--- src/rtl/bit_serializer_pkg.sv ---
// -----------------------------------------------------------------------------
// serial_pkg
//   Shared definitions for the bit_serializer front end and the downstream
//   00110 sequence detector bench.
//   Contents:
//     ser_state_t        - serializer FSM states {IDLE, SHIFT}
//     SER_DEFAULT_WIDTH  - default word width (5, matches detector pattern length)
//     SER_DEFAULT_DEPTH  - default input FIFO depth (2)
// -----------------------------------------------------------------------------
package serial_pkg;

  typedef enum logic {
    IDLE  = 1'b0,
    SHIFT = 1'b1
  } ser_state_t;

  localparam int unsigned SER_DEFAULT_WIDTH = 5;
  localparam int unsigned SER_DEFAULT_DEPTH = 2;

endpackage : serial_pkg

--- src/rtl/bit_serializer_fifo.sv ---
// -----------------------------------------------------------------------------
// ser_fifo
//   Synchronous single-clock FIFO used as the input word buffer of
//   bit_serializer. Read data is presented combinationally from the head entry;
//   a pop consumes it at the rising edge.
//   Parameters:
//     WIDTH  - bits per entry
//     DEPTH  - number of entries (power of two, >= 2)
//   Ports:
//     clk    in   clock, rising edge
//     rst    in   asynchronous active-high reset (empties the FIFO)
//     push   in   write wdata this cycle (ignored when full)
//     wdata  in   entry to write
//     pop    in   consume head entry this cycle (ignored when empty)
//     rdata  out  head entry
//     full   out  count == DEPTH
//     empty  out  count == 0
//     count  out  number of stored entries
// -----------------------------------------------------------------------------
module ser_fifo
  import serial_pkg::*;
#(
  parameter int WIDTH = SER_DEFAULT_WIDTH,
  parameter int DEPTH = SER_DEFAULT_DEPTH
) (
  input  logic                     clk,
  input  logic                     rst,
  input  logic                     push,
  input  logic [WIDTH-1:0]         wdata,
  input  logic                     pop,
  output logic [WIDTH-1:0]         rdata,
  output logic                     full,
  output logic                     empty,
  output logic [$clog2(DEPTH):0]   count
);

  localparam int AW = $clog2(DEPTH);
  localparam logic [AW:0] FULL_CNT = (AW+1)'(DEPTH);

  logic [WIDTH-1:0] r_mem [DEPTH];
  logic [AW-1:0]    r_wptr;
  logic [AW-1:0]    r_rptr;
  logic [AW:0]      r_count;

  logic w_push;
  logic w_pop;

  assign w_push = push && !full;
  assign w_pop  = pop && !empty;

  assign full  = (r_count == FULL_CNT);
  assign empty = (r_count == '0);
  assign count = r_count;
  assign rdata = r_mem[r_rptr];

  // Storage carries no reset: contents are only observable through rdata
  // when count is non-zero, and count is reset.
  always_ff @(posedge clk) begin
    if (w_push) begin
      r_mem[r_wptr] <= wdata;
    end
  end

  // Pointers are exactly log2(DEPTH) bits, so increments wrap naturally.
  always_ff @(posedge clk or posedge rst) begin
    if (rst) begin
      r_wptr  <= '0;
      r_rptr  <= '0;
      r_count <= '0;
    end else begin
      if (w_push) begin
        r_wptr <= r_wptr + AW'(1);
      end
      if (w_pop) begin
        r_rptr <= r_rptr + AW'(1);
      end
      unique case ({w_push, w_pop})
        2'b10:   r_count <= r_count + (AW+1)'(1);
        2'b01:   r_count <= r_count - (AW+1)'(1);
        default: r_count <= r_count;
      endcase
    end
  end

endmodule : ser_fifo

--- src/rtl/bit_serializer.sv ---
// -----------------------------------------------------------------------------
// bit_serializer
//   Parallel-to-serial front end for the 00110 Mealy sequence detector.
//   Words arrive over a valid/ready handshake into a small FIFO and are shifted
//   out one bit per clock on ser_bit. Consecutive words stream with no idle bit
//   between them so patterns straddling a word boundary remain detectable.
//   Build option:
//     BIT_SERIALIZER_MSB_FIRST_EN  defined   -> in_data[WIDTH-1] first, shift left
//                                  undefined -> in_data[0] first, shift right
//   Parameters:
//     WIDTH  - bits per word, 2..32
//     DEPTH  - FIFO entries, power of two, >= 2
//   Ports:
//     clk        in   clock, rising edge
//     rst        in   asynchronous active-high reset
//     in_valid   in   in_data holds a word
//     in_data    in   word to serialize (held by the source until accepted)
//     in_ready   out  FIFO can accept a word this cycle (not full, no bypass)
//     ser_bit    out  serial data bit (detector ip)
//     ser_valid  out  ser_bit carries a payload bit
//     word_done  out  high while the last bit of a word is presented
//     busy       out  FSM in SHIFT or FIFO non-empty
// -----------------------------------------------------------------------------
module bit_serializer
  import serial_pkg::*;
#(
  parameter int WIDTH = SER_DEFAULT_WIDTH,
  parameter int DEPTH = SER_DEFAULT_DEPTH
) (
  input  logic             clk,
  input  logic             rst,
  input  logic             in_valid,
  input  logic [WIDTH-1:0] in_data,
  output logic             in_ready,
  output logic             ser_bit,
  output logic             ser_valid,
  output logic             word_done,
  output logic             busy
);

  localparam int CW = $clog2(WIDTH);
  localparam int AW = $clog2(DEPTH);
  localparam logic [CW-1:0] LAST_BIT = CW'(WIDTH - 1);

  ser_state_t       r_state;
  logic [WIDTH-1:0] r_shift;     // bits still to be sent after the one on ser_bit
  logic [CW-1:0]    r_bitcnt;    // index of the bit currently on ser_bit
  logic             r_ser_bit;
  logic             r_ser_valid;
  logic             r_word_done;

  logic             w_push;
  logic             w_pop;
  logic             w_fifo_full;
  logic             w_fifo_empty;
  logic [WIDTH-1:0] w_fifo_rdata;
  logic [AW:0]      w_fifo_count;
  logic             w_at_last;
  logic             w_first_bit;
  logic [WIDTH-1:0] w_load_shift;
  logic             w_next_bit;
  logic [WIDTH-1:0] w_next_shift;

  ser_fifo #(
    .WIDTH (WIDTH),
    .DEPTH (DEPTH)
  ) u_fifo (
    .clk   (clk),
    .rst   (rst),
    .push  (w_push),
    .wdata (in_data),
    .pop   (w_pop),
    .rdata (w_fifo_rdata),
    .full  (w_fifo_full),
    .empty (w_fifo_empty),
    .count (w_fifo_count)
  );

  assign in_ready  = !w_fifo_full;
  assign w_push    = in_valid && in_ready;
  assign w_at_last = (r_bitcnt == LAST_BIT);

  // A pop loads the next word and puts its first bit on ser_bit at the same
  // edge; this happens from IDLE or on the last bit of a word (zero gap).
  assign w_pop = !w_fifo_empty && ((r_state == IDLE) || w_at_last);

`ifdef BIT_SERIALIZER_MSB_FIRST_EN
  assign w_first_bit  = w_fifo_rdata[WIDTH-1];
  assign w_load_shift = w_fifo_rdata << 1;
  assign w_next_bit   = r_shift[WIDTH-1];
  assign w_next_shift = r_shift << 1;
`else
  assign w_first_bit  = w_fifo_rdata[0];
  assign w_load_shift = w_fifo_rdata >> 1;
  assign w_next_bit   = r_shift[0];
  assign w_next_shift = r_shift >> 1;
`endif

  // IDLE-with-data and SHIFT-at-last-bit-with-data share the load path, so the
  // pop decision is tested first and the state case only handles the rest.
  always_ff @(posedge clk or posedge rst) begin
    if (rst) begin
      r_state     <= IDLE;
      r_shift     <= '0;
      r_bitcnt    <= '0;
      r_ser_bit   <= 1'b0;
      r_ser_valid <= 1'b0;
      r_word_done <= 1'b0;
    end else if (w_pop) begin
      r_state     <= SHIFT;
      r_shift     <= w_load_shift;
      r_bitcnt    <= '0;
      r_ser_bit   <= w_first_bit;
      r_ser_valid <= 1'b1;
      r_word_done <= 1'b0;
    end else begin
      unique case (r_state)
        IDLE: begin
          r_ser_bit   <= 1'b0;
          r_ser_valid <= 1'b0;
          r_word_done <= 1'b0;
        end
        SHIFT: begin
          if (w_at_last) begin
            r_state     <= IDLE;
            r_ser_bit   <= 1'b0;
            r_ser_valid <= 1'b0;
            r_word_done <= 1'b0;
          end else begin
            r_shift     <= w_next_shift;
            r_bitcnt    <= r_bitcnt + CW'(1);
            r_ser_bit   <= w_next_bit;
            r_ser_valid <= 1'b1;
            // Registered one cycle early so it lines up with the last bit.
            r_word_done <= (r_bitcnt == (LAST_BIT - CW'(1)));
          end
        end
        default: begin
          r_state     <= IDLE;
          r_ser_bit   <= 1'b0;
          r_ser_valid <= 1'b0;
          r_word_done <= 1'b0;
        end
      endcase
    end
  end

  assign ser_bit   = r_ser_bit;
  assign ser_valid = r_ser_valid;
  assign word_done = r_word_done;
  assign busy      = (r_state == SHIFT) || (w_fifo_count != '0);

endmodule : bit_serializer

--- config.mk ---
export PLATFORM = sky130hd
export DESIGN_NAME = bit_serializer
export DESIGN_NICKNAME = d
export VERILOG_FILES = /design/src/rtl/bit_serializer_pkg.sv /design/src/rtl/bit_serializer_fifo.sv /design/src/rtl/bit_serializer.sv
export SDC_FILE = /design/constraint.sdc
export NUM_CORES = 1
export LEC_CHECK = 0
export BUFFER_PORTS_ARGS = -buffer_cell sky130_fd_sc_hd__buf_2
export CAP_MARGIN = 20
export CELL_PAD_IN_SITES_DETAIL_PLACEMENT = 1
export CELL_PAD_IN_SITES_GLOBAL_PLACEMENT = 2
export CORE_MARGIN = 2
export CORE_UTILIZATION = 30
export DETAILED_ROUTE_END_ITERATION = 16
export PLACE_DENSITY = 0.68
export SYNTH_ARGS = -nofsm -noshare
export SYNTH_HDL_FRONTEND = slang
export SYNTH_SLANG_ARGS = --single-unit
--- constraint.sdc ---
create_clock -name clk -period 1.9 [get_ports clk]
set_clock_uncertainty 0.15 [all_clocks]
set_input_delay 0.38 -clock clk [delete_from_list [all_inputs] [get_ports clk]]
set_output_delay 0.38 -clock clk [all_outputs]
set_load 0.1 [all_outputs]
==> metrics.yaml, run 1 <==
outcome: "finished, final reports clean"
synthTopCellsByArea: "sky130_fd_sc_hd__dfrtp_1 (35%), sky130_fd_sc_hd__edfxtp_1 (30%), sky130_fd_sc_hd__ha_1 (4.9%)"
yosysUniqueCellTypes: 26
dp.final_hpwl_mm: 1.23
areaGrowthSynthToFinish_pct: 24.6
routedWlPerCell_um: 12.1
placed_cell_count: 137
powerDensity_nw_per_um2: 1810
insertedDiodeCount: 0
stdcell_count: 146
synth_commonest_cells: "sky130_fd_sc_hd__dfrtp_1 (14), sky130_fd_sc_hd__edfxtp_1 (10), sky130_fd_sc_hd__nand2_1 (7), sky130_fd_sc_hd__o21ai_1 (7)"
grt_first_pass_wirelength_mm: 3.06
final_layout_size_suffix_gt1_share_pct: 34.0
worstSkewPairLatency_ns: 0.32
min_period_over_period_pct: 97.0
grt_max_degree: 15
start_util_pct: 30.9
maxSlewViolCount: 0
post-synth-top-area-fraction_pct: 34.6
die_height_um: 62.1
drc: 0
dpl-instance-area_um2: 1160
synth_area_um2: 1010
core_area_um2: 3280
period_needed_ns: 1.84
grt_remaining_overflow: 0
drt-pass1-iter-count: 4
finalHoldWorstSlack_ns: 0.0856
cts_num_sinks: 24
cts-htree-levels: 1
rsz_0062_raised_after_global_routing: "no"
grt_pass1_vias: 665
crit_fanout: 2
mapped_avg_cell_area_um2: 12.8
synth_edf_count: 10
ioPinCount: 13
buffer_ports.inserted: 12
route.detailed.vias_per_inst: 4.36
synth.largest_area_cell: "sky130_fd_sc_hd__dfrtp_1"
arrival_ns: 1.31
synth_seq_cells: 24
final_antenna_net_count: 0
hp-class: "input port to register"
cts_tree: "done"
finish.utilization_pct: 38.4
postSynth.asyncResetShare_pct: 58.3
clk_root_buffer_cell: "sky130_fd_sc_hd__clkbuf_4"
p_leak_nw: 0.538
synth_seq_area_share_pct: 64.2
finalNetCount: 113
routed_wl_mm: 1.76
detail_route.iter0.violations: 6
hold_viol_final: 0
setup_violations: 0
worst_setup_path_end_kind: "primary output"
dpl_worst_slack_ns: 0.109
clockBufferDepth: 2
cts.clk_slew.worst_paths_ns: 0.14
relSlewSlack_pct: 61.8
route.vias.total: 637
die_w_um: 62.1
ys.flop_type: "sky130_fd_sc_hd__dfrtp_1"
std_cell_rows: 21
cts_buffers: 3
antenna_found_initial: 0
place.gp.congestion: 0.727
synthesis.yosys.warnings: 0
fmax_ghz: 0.543
worst_ep_required_time_ns: 1.37
netlist_instances: 79
synth_fp_nets: 91
drv_cap: 0
critPathLaunchType: "register"
final_area_um2: 1260
setup.worst_path.class: "register to primary output"
grtUsageTotal_pct: 10.0
post-route-worst-setup-slack_ns: 0.0573
yosysMostFrequentCell: "sky130_fd_sc_hd__dfrtp_1"
dieArea_um2: 3860
setup-tns-final_ns: 0
worstMarginPinSlew_ns: 0.572
max_ir_drop_vdd_v: 0.000706
power.total_mw: 2.28
area by class of cell:
type / instances / area, um^2
clock inverter: 1 / 30.0
multi-input combinational: 49 / 347
clock buffer: 3 / 22.5
tap: 46 / 57.6
inverter: 4 / 15.0
fill: 355 / 2020
timing repair buffer: 19 / 136
sequential: 24 / 654
layer usage:
layer  GRT usage, %  up-vias  wire length, um
met3           1.99        2               60
met4           5.83        0               19
li1               -      315                -
met1           13.5      311              844
met5              0        -                0
met2           15.1        9              839
power by group:
group          internal, mW  leakage (nW)  switching, mW
Clock                 0.213        0.0279          0.164
Combinational         0.406         0.247          0.658
Sequential            0.733         0.262          0.110
cells in the final DEF (no fill, tap or decap):
cell	n
sky130_fd_sc_hd__mux2i_1	2
sky130_fd_sc_hd__xor2_1	2
sky130_fd_sc_hd__clkbuf_4	3
sky130_fd_sc_hd__and2_1	1
sky130_fd_sc_hd__dfrtp_2	3
sky130_fd_sc_hd__a211oi_1	3
sky130_fd_sc_hd__nor2_1	3
sky130_fd_sc_hd__or3_4	1
sky130_fd_sc_hd__a211oi_2	1
sky130_fd_sc_hd__o21ai_0	1
sky130_fd_sc_hd__nand2_2	1
sky130_fd_sc_hd__buf_4	6
sky130_fd_sc_hd__and3_1	1
sky130_fd_sc_hd__edfxtp_1	10
sky130_fd_sc_hd__a21boi_2	1
sky130_fd_sc_hd__nor2_2	2
sky130_fd_sc_hd__or2_4	1
sky130_fd_sc_hd__nand2_1	7
sky130_fd_sc_hd__buf_2	10
sky130_fd_sc_hd__nand3_1	1
sky130_fd_sc_hd__nor2b_1	3
sky130_fd_sc_hd__o31ai_1	2
sky130_fd_sc_hd__nand2b_2	1
sky130_fd_sc_hd__o21ai_1	7
sky130_fd_sc_hd__inv_1	4
sky130_fd_sc_hd__bufinv_16	1
sky130_fd_sc_hd__dlygate4sd3_1	1
sky130_fd_sc_hd__buf_12	1
sky130_fd_sc_hd__a21bo_2	1
sky130_fd_sc_hd__ha_1	4
sky130_fd_sc_hd__buf_6	1
sky130_fd_sc_hd__xnor2_1	3
sky130_fd_sc_hd__dfrtp_1	11
state kept, by name, indices dropped and copies added, names as in the netlist:
signal         flops
r_bitcnt           3
r_shift            4
ser_bit            1
ser_valid          1
u_fifo.count       2
u_fifo.r_mem      10
u_fifo.r_rptr      1
u_fifo.r_wptr      1
word_done          1
critical path, stage by stage, from the launching register on:
cell and delay (ns):
sky130_fd_sc_hd__dfrtp_2 0.43, sky130_fd_sc_hd__or3_4 0.38, sky130_fd_sc_hd__buf_6 0.19
worst paths after layout:
path	from	endpoint	slack, ns	cells past startpoint
hold reg to reg	r_shift[2]$_DFFE_PP0P_	r_shift[1]$_DFFE_PP0P_	0.36	2
hold / removal	in_data[0]	u_fifo.r_mem[0][0]$_DFFE_PP_	0.09	1
setup / recovery	u_fifo.count[1]$_DFFE_PP0P_	busy	0.06	2
max in group asynchronous	rst	ser_valid$_DFF_PP0_	0.72	3
setup reg to reg	r_bitcnt[0]$_DFFE_PP0P_	u_fifo.count[1]$_DFFE_PP0P_	0.14	7
min in group asynchronous	rst	r_bitcnt[1]$_DFFE_PP0P_	0.48	3
what timing repair did:
action / 4_1_cts / 5_1_grt
buffers inserted: 4 / 0
endpoints found under the setup margin: 1 / 1
endpoints found under the hold margin: 14 / 0
hold buffers: 1 / 0
pin swaps: 0 / 0
gates resized for setup: 4 / 1
cells by family (layout without fill, tap and decap cells):
family | after synthesis | in the layout | synth area share [%]
muxes | 2 | 2 | 1.98
xor gates and xnor gates | 5 | 5 | 4.32
DFF | 24 | 24 | 64.2
AOI/OAI and AO/OA | 16 | 16 | 10.6
buffers and inverters | 6 | 27 | 2.47
adders and majority gates | 4 | 4 | 4.94
and+or+nand+nor | 22 | 22 | 11.5
No activity file was read; power rests on OpenSTA's default activity.
==> run 2, diff against run 1 <==
--- a/config.mk
+++ b/config.mk
@@ -13,6 +13,7 @@
 export CORE_UTILIZATION = 30
 export DETAILED_ROUTE_END_ITERATION = 16
 export PLACE_DENSITY = 0.68
+export REMOVE_ABC_BUFFERS = 1
 export SYNTH_ARGS = -nofsm -noshare
 export SYNTH_HDL_FRONTEND = slang
 export SYNTH_SLANG_ARGS = --single-unit
==> run 2 against run 1 <==
Against the previous run:
- final area increased by 0.20%
- routed wire length is 1.9% lower
- via count shrank 4.2%
- critical endpoint unchanged
- largest cell class unchanged
==> metrics.yaml, run 2 (synthesis gave the netlist of run 1 again) <==
outcome: "finished, final reports clean"
fill_cells: 362
core_area_um2: 3280
relSlewSlack_pct: 62.5
cts-htree-levels: 1
drt-pass1-iter-count: 3
power.total_mw: 2.27
cp_cell_sequence: "or3_4, buf_12"
finalNetCount: 112
grtUsageTotal_pct: 10.3
dpl_worst_slack_ns: 0.0927
cts.clk_slew.worst_paths_ns: 0.13
worst_ep_required_time_ns: 1.37
max_ir_drop_vdd_v: 0.000811
final_cell_mix: "sky130_fd_sc_hd__dfrtp_1 (12), sky130_fd_sc_hd__buf_2 (10), sky130_fd_sc_hd__edfxtp_1 (10)"
largest_register_ff_count: 10
seq_area_um2: 653
routed_wl_mm: 1.73
worstMarginPinSlew_ns: 0.561
maxSlewViolCount: 0
setup.reg_to_reg.worst_slack_ns: 0.11
final_layout_size_suffix_gt1_share_pct: 33.3
place.gp.congestion: 0.730
die_height_um: 62.1
p_leak_nw: 0.538
critPathLaunchType: "register"
start_util_pct: 30.9
hold_viol_final: 0
rsz_0062_raised_after_global_routing: "yes"
insertedDiodeCount: 0
slowest_stage: "sky130_fd_sc_hd__dfrtp_2"
crit_path_max_incr_delay_ns: 0.46
layout_commonest_cell: "sky130_fd_sc_hd__dfrtp_1"
drv_cap: 0
grt_pass1_vias: 698
final_antenna_net_count: 0
multi_input_comb_area_um2: 349
hp-class: "input port to register"
dp.final_hpwl_mm: 1.28
setup.worst_path.class: "register to primary output"
detail_route.iter0.violations: 3
min_period_over_period_pct: 98.4
clockBufferDepth: 2
drc: 0
post-route-worst-setup-slack_ns: 0.0298
period_needed_ns: 1.87
grt_first_pass_wirelength_mm: 3.18
largestRegisters: "u_fifo.r_mem: 10 flops, r_shift: 4 flops, r_bitcnt: 3 flops"
fmax_ghz: 0.535
dieArea_um2: 3860
worstSkewPairLatency_ns: 0.31
arrival_ns: 1.34
areaGrowthSynthToFinish_pct: 24.8
buffer_ports.inserted: 12
grt_remaining_overflow: 0
setup_violations: 0
antenna_found_initial: 0
cts_buffers: 3
route.detailed.vias_per_inst: 4.21
die_w_um: 62.1
worst_setup_path_end_kind: "primary output"
ioPinCount: 13
powerDensity_nw_per_um2: 1790
grt_max_degree: 15
crit_fanout: 5
cts_num_sinks: 24
regMostFlops: "u_fifo.r_mem"
clk_root_buffer_cell: "sky130_fd_sc_hd__clkbuf_4"
routedWlPerCell_um: 11.9
std_cell_rows: 21
cts_tree: "done"
route.vias.total: 610
## run 2: changes by cell type in the layout (fill, tap and decap cells not counted)
cell                      delta
sky130_fd_sc_hd__buf_12      +1
sky130_fd_sc_hd__buf_4       -1
sky130_fd_sc_hd__buf_6       -1
sky130_fd_sc_hd__dfrtp_1     +1
sky130_fd_sc_hd__dfrtp_2     -1
sky130_fd_sc_hd__nor2_1      -1
sky130_fd_sc_hd__nor2_2      +1
## run 2: per-stage QoR
step,TNS [ns],utilization [%],instances,cell area (um^2),hold WS (ns)
global placement,0,35.0,137,1150,0.315
CTS,0,37.4,143,1230,0.0848
floorplan,-1.95,-,77,1000,0.119
global route,-0.0253,38.5,145,1260,0.0683
detailed placement,0,35.0,137,1150,0.308
finish,0,38.5,145,1260,0.0966
## run 2: worst max-delay path, delay by kind of cell, from the launching register on
family                 cells  cell delay, ns
buffers and inverters      1            0.18
AND/OR/NAND/NOR            1            0.39
flip-flops                 1            0.46
## run 2: cell type report
cell class | count | share of cell area, %
tap | 46 | 4.55
timing repair buffer | 18 | 10.9
sequential | 24 | 51.6
inverter | 4 | 1.19
clock buffer | 3 | 1.78
clock inverter | 1 | 2.37
multi-input combinational | 49 | 27.6
## run 2: worst paths after layout
check | from | endpoint | depth (start not counted)
worst min-delay path | in_data[0] | u_fifo.r_mem[0][0]$_DFFE_PP_ | 1
worst max register to register | r_bitcnt[0]$_DFFE_PP0P_ | u_fifo.count[1]$_DFFE_PP0P_ | 8
worst max-delay path | u_fifo.count[0]$_DFFE_PP0P_ | busy | 2
max in group asynchronous | rst | u_fifo.count[0]$_DFFE_PP0P_ | 3
min in group asynchronous | rst | r_shift[2]$_DFFE_PP0P_ | 3
worst min register to register | u_fifo.r_wptr$_DFFE_PP0P_ | u_fifo.r_wptr$_DFFE_PP0P_ | 1
## run 2: where the power goes
part | total, mW | internal, mW | switching [mW] | leakage, nW
Clock | 0.366 | 0.213 | 0.153 | 0.0279
Sequential | 0.850 | 0.733 | 0.118 | 0.263
Combinational | 1.05 | 0.401 | 0.651 | 0.247
Total | 2.27 | 1.35 | 0.921 | 0.538
## run 2: metal layers
layer,vias to the layer above,GRT usage [%],wire (um)
li1,314,-,-
met1,287,12.9,778
met2,7,17.5,880
met3,2,2.72,55
met4,0,3.33,13
met5,-,0,0
## run 2: what timing repair did
| action | CTS | global route |
|---|---|---|
| gates cloned | 0 | 0 |
| resized for setup | 4 | 5 |
| hold buffers | 1 | 0 |
| endpoints found under the hold margin | 14 | 0 |
| pin swaps | 0 | 2 |
| buffers inserted | 1 | 2 |
| setup endpoints to repair | 1 | 2 |
==> run 3, diff against run 2 <==
--- a/config.mk
+++ b/config.mk
@@ -12,7 +12,7 @@
 export CORE_MARGIN = 2
 export CORE_UTILIZATION = 30
 export DETAILED_ROUTE_END_ITERATION = 16
-export PLACE_DENSITY = 0.68
+export PLACE_DENSITY_LB_ADDON = 0.05
 export REMOVE_ABC_BUFFERS = 1
 export SYNTH_ARGS = -nofsm -noshare
 export SYNTH_HDL_FRONTEND = slang
==> run 3 against run 2 <==
Against the previous run:
- routed wire length increased by 3.8%
- combinational power about the same
- final area shrank 1.7%
- critical path depth unchanged
- count of clock-buffer cells in the layout is 1 higher
- critical endpoint unchanged
- sequential power shrank 0.6%
- largest cell class unchanged
- global-route usage up 0.60 points
- die area unchanged
- utilization down 0.65 points
- hold slack lost 0.0028 ns
==> metrics.yaml, run 3 (synthesis gave the netlist of run 1 again) <==
routedWlPerCell_um: 12.3
crit_fanout: 2
worstMarginPinSlew_ns: 0.543
detail_route.iter0.violations: 13
clockBufferDepth: 2
worst-path-buf-inv: 1
p_sw_share_pct: 42.8
cts-htree-levels: 1
areaGrowthSynthToFinish_pct: 22.7
drc: 0
power.internal_mw: 1.22
arrival_ns: 1.31
clk_root_buffer_cell: "sky130_fd_sc_hd__clkbuf_4"
die_w_um: 62.1
die_height_um: 62.1
finalNetCount: 113
largest_register_ff_count: 10
grt_pass1_vias: 705
ff2ff_path_depth: 7
worst_ep_required_time_ns: 1.37
outcome: "finished, final reports clean"
max_ir_drop_vdd_v: 0.000880
buffer_ports.inserted: 12
grt_remaining_overflow: 0
worstSkewPairLatency_ns: 0.31
fmax_ghz: 0.542
layout_commonest_cell: "sky130_fd_sc_hd__dfrtp_1"
p_leak_nw: 0.530
dp.final_hpwl_mm: 1.33
min_from: "in_data[4]"
insertedDiodeCount: 0
cts_tree: "done"
destination_of_the_worst_hold_path: "u_fifo.r_mem[0][4]$_DFFE_PP_"
drv_cap: 0
hp-class: "input port to register"
final_layout_size_suffix_gt1_share_pct: 32.0
routed_wl_mm: 1.80
final_antenna_net_count: 0
grt_first_pass_wirelength_mm: 3.33
min_period_over_period_pct: 97.0
power.total_mw: 2.14
place.gp.congestion: 0.712
std_cell_rows: 21
crit-reg2reg-capture: "u_fifo.count[1]$_DFFE_PP0P_"
cts.clk_slew.worst_paths_ns: 0.13
timing.rr.start: "r_bitcnt[0]$_DFFE_PP0P_"
hold_viol_final: 0
cp_cell_sequence: "or3_4, buf_12"
route.detailed.vias_per_inst: 4.37
powerDensity_nw_per_um2: 1720
setup.worst_path.class: "register to primary output"
relSlewSlack_pct: 63.8
final_cell_mix: "sky130_fd_sc_hd__dfrtp_1 (12), sky130_fd_sc_hd__buf_2 (10), sky130_fd_sc_hd__edfxtp_1 (10)"
regMostFlops: "u_fifo.r_mem"
worst_setup_path_end_kind: "primary output"
start_util_pct: 30.9
rsz_0062_raised_after_global_routing: "no"
route.vias.total: 638
grtUsageTotal_pct: 10.9
worstHoldPathCells: 1
dieArea_um2: 3860
maxSlewViolCount: 0
drt-pass1-iter-count: 3
pwr-share-comb_pct: 49.4
ioPinCount: 13
relative_contribution_of_the_clock_network_to_total_power_pct: 11.1
slowest_stage: "sky130_fd_sc_hd__dfrtp_2"
switching_power_mw: 0.918
core_area_um2: 3280
cts_num_sinks: 24
cts_buffers: 3
largestRegisters: "u_fifo.r_mem: 10 flops, r_shift: 4 flops, r_bitcnt: 3 flops"
grt_max_degree: 15
period_needed_ns: 1.84
cp_top_family: "flip-flops"
setup-tns-final_ns: 0
setup.reg_to_reg.worst_slack_ns: 0.17
timing.critical_path.from: "u_fifo.count[1]$_DFFE_PP0P_"
antenna_found_initial: 0
fill_cells: 354
crit_path_max_incr_delay_ns: 0.43
share_seq_of_total_power_pct: 39.4
critPathLaunchType: "register"
setup_violations: 0
run 3: stage by stage:
step	worst slack (ns)	area, um^2	hold WS [ns]	util (%)	std cells
6_report	0.0563	1240	0.0938	37.9	146
5_1_grt	0.00465	1240	0.0680	37.9	146
4_1_cts	0.0455	1230	0.0797	37.3	146
3_5_place_dp	0.139	1150	0.326	35.0	137
3_3_place_gp	0.174	1150	0.317	35.0	137
2_1_floorplan	-0.571	1000	0.119	-	77
run 3: how the worst max path moves through the flow:
stage,to,depth (start not counted)
2_1_floorplan,u_fifo.count[1]$_DFFE_PP0P_,5
3_3_place_gp,u_fifo.count[1]$_DFFE_PP0P_,7
3_5_place_dp,u_fifo.count[1]$_DFFE_PP0P_,7
4_1_cts,busy,2
5_1_grt,busy,2
6_report,busy,2
run 3: cell type report:
class | count | area, um^2 | area share [%]
Timing Repair Buffer | 19 | 145 | 11.7
Multi-Input combinational cell | 49 | 347 | 27.9
Sequential cell | 24 | 653 | 52.5
Clock buffer | 4 | 26.3 | 2.11
Tap cell | 46 | 57.6 | 4.63
Inverter | 4 | 15.0 | 1.21
run 3: worst reg2reg max path, delay by kind of cell, from the launching register on:
family | cells | cell delay, ns
xor gates and xnor gates | 1 | 0.15
AOI/OAI and AO/OA | 1 | 0.17
and+or+nand+nor | 2 | 0.22
adders and majority gates | 2 | 0.54
buffers and inverters | 1 | 0.07
DFF | 1 | 0.37
run 3: layer usage:
layer / global-route usage, % / routed length (um)
met1: 13.9 / 846
met2: 18.2 / 862
met3: 1.81 / 59
met4: 5.00 / 27
met5: 0 / 0
run 3: power groups by stage:
stage	sequential (mW)	combinational (mW)	clock, mW
3_5_place_dp	0.882	0.965	0
3_3_place_gp	0.876	0.959	0
6_report	0.845	1.06	0.239
2_1_floorplan	0.994	0.580	0
4_1_cts	0.843	1.07	0.252
5_1_grt	0.874	1.17	0.281
run 3: repair_timing:
| item | CTS | global route |
|---|---|---|
| setup endpoints to repair | 1 | 2 |
| hold buffers | 1 | 0 |
| hold endpoints to repair | 14 | 0 |
| gates resized for setup | 4 | 4 |
| buffers inserted | 4 | 0 |
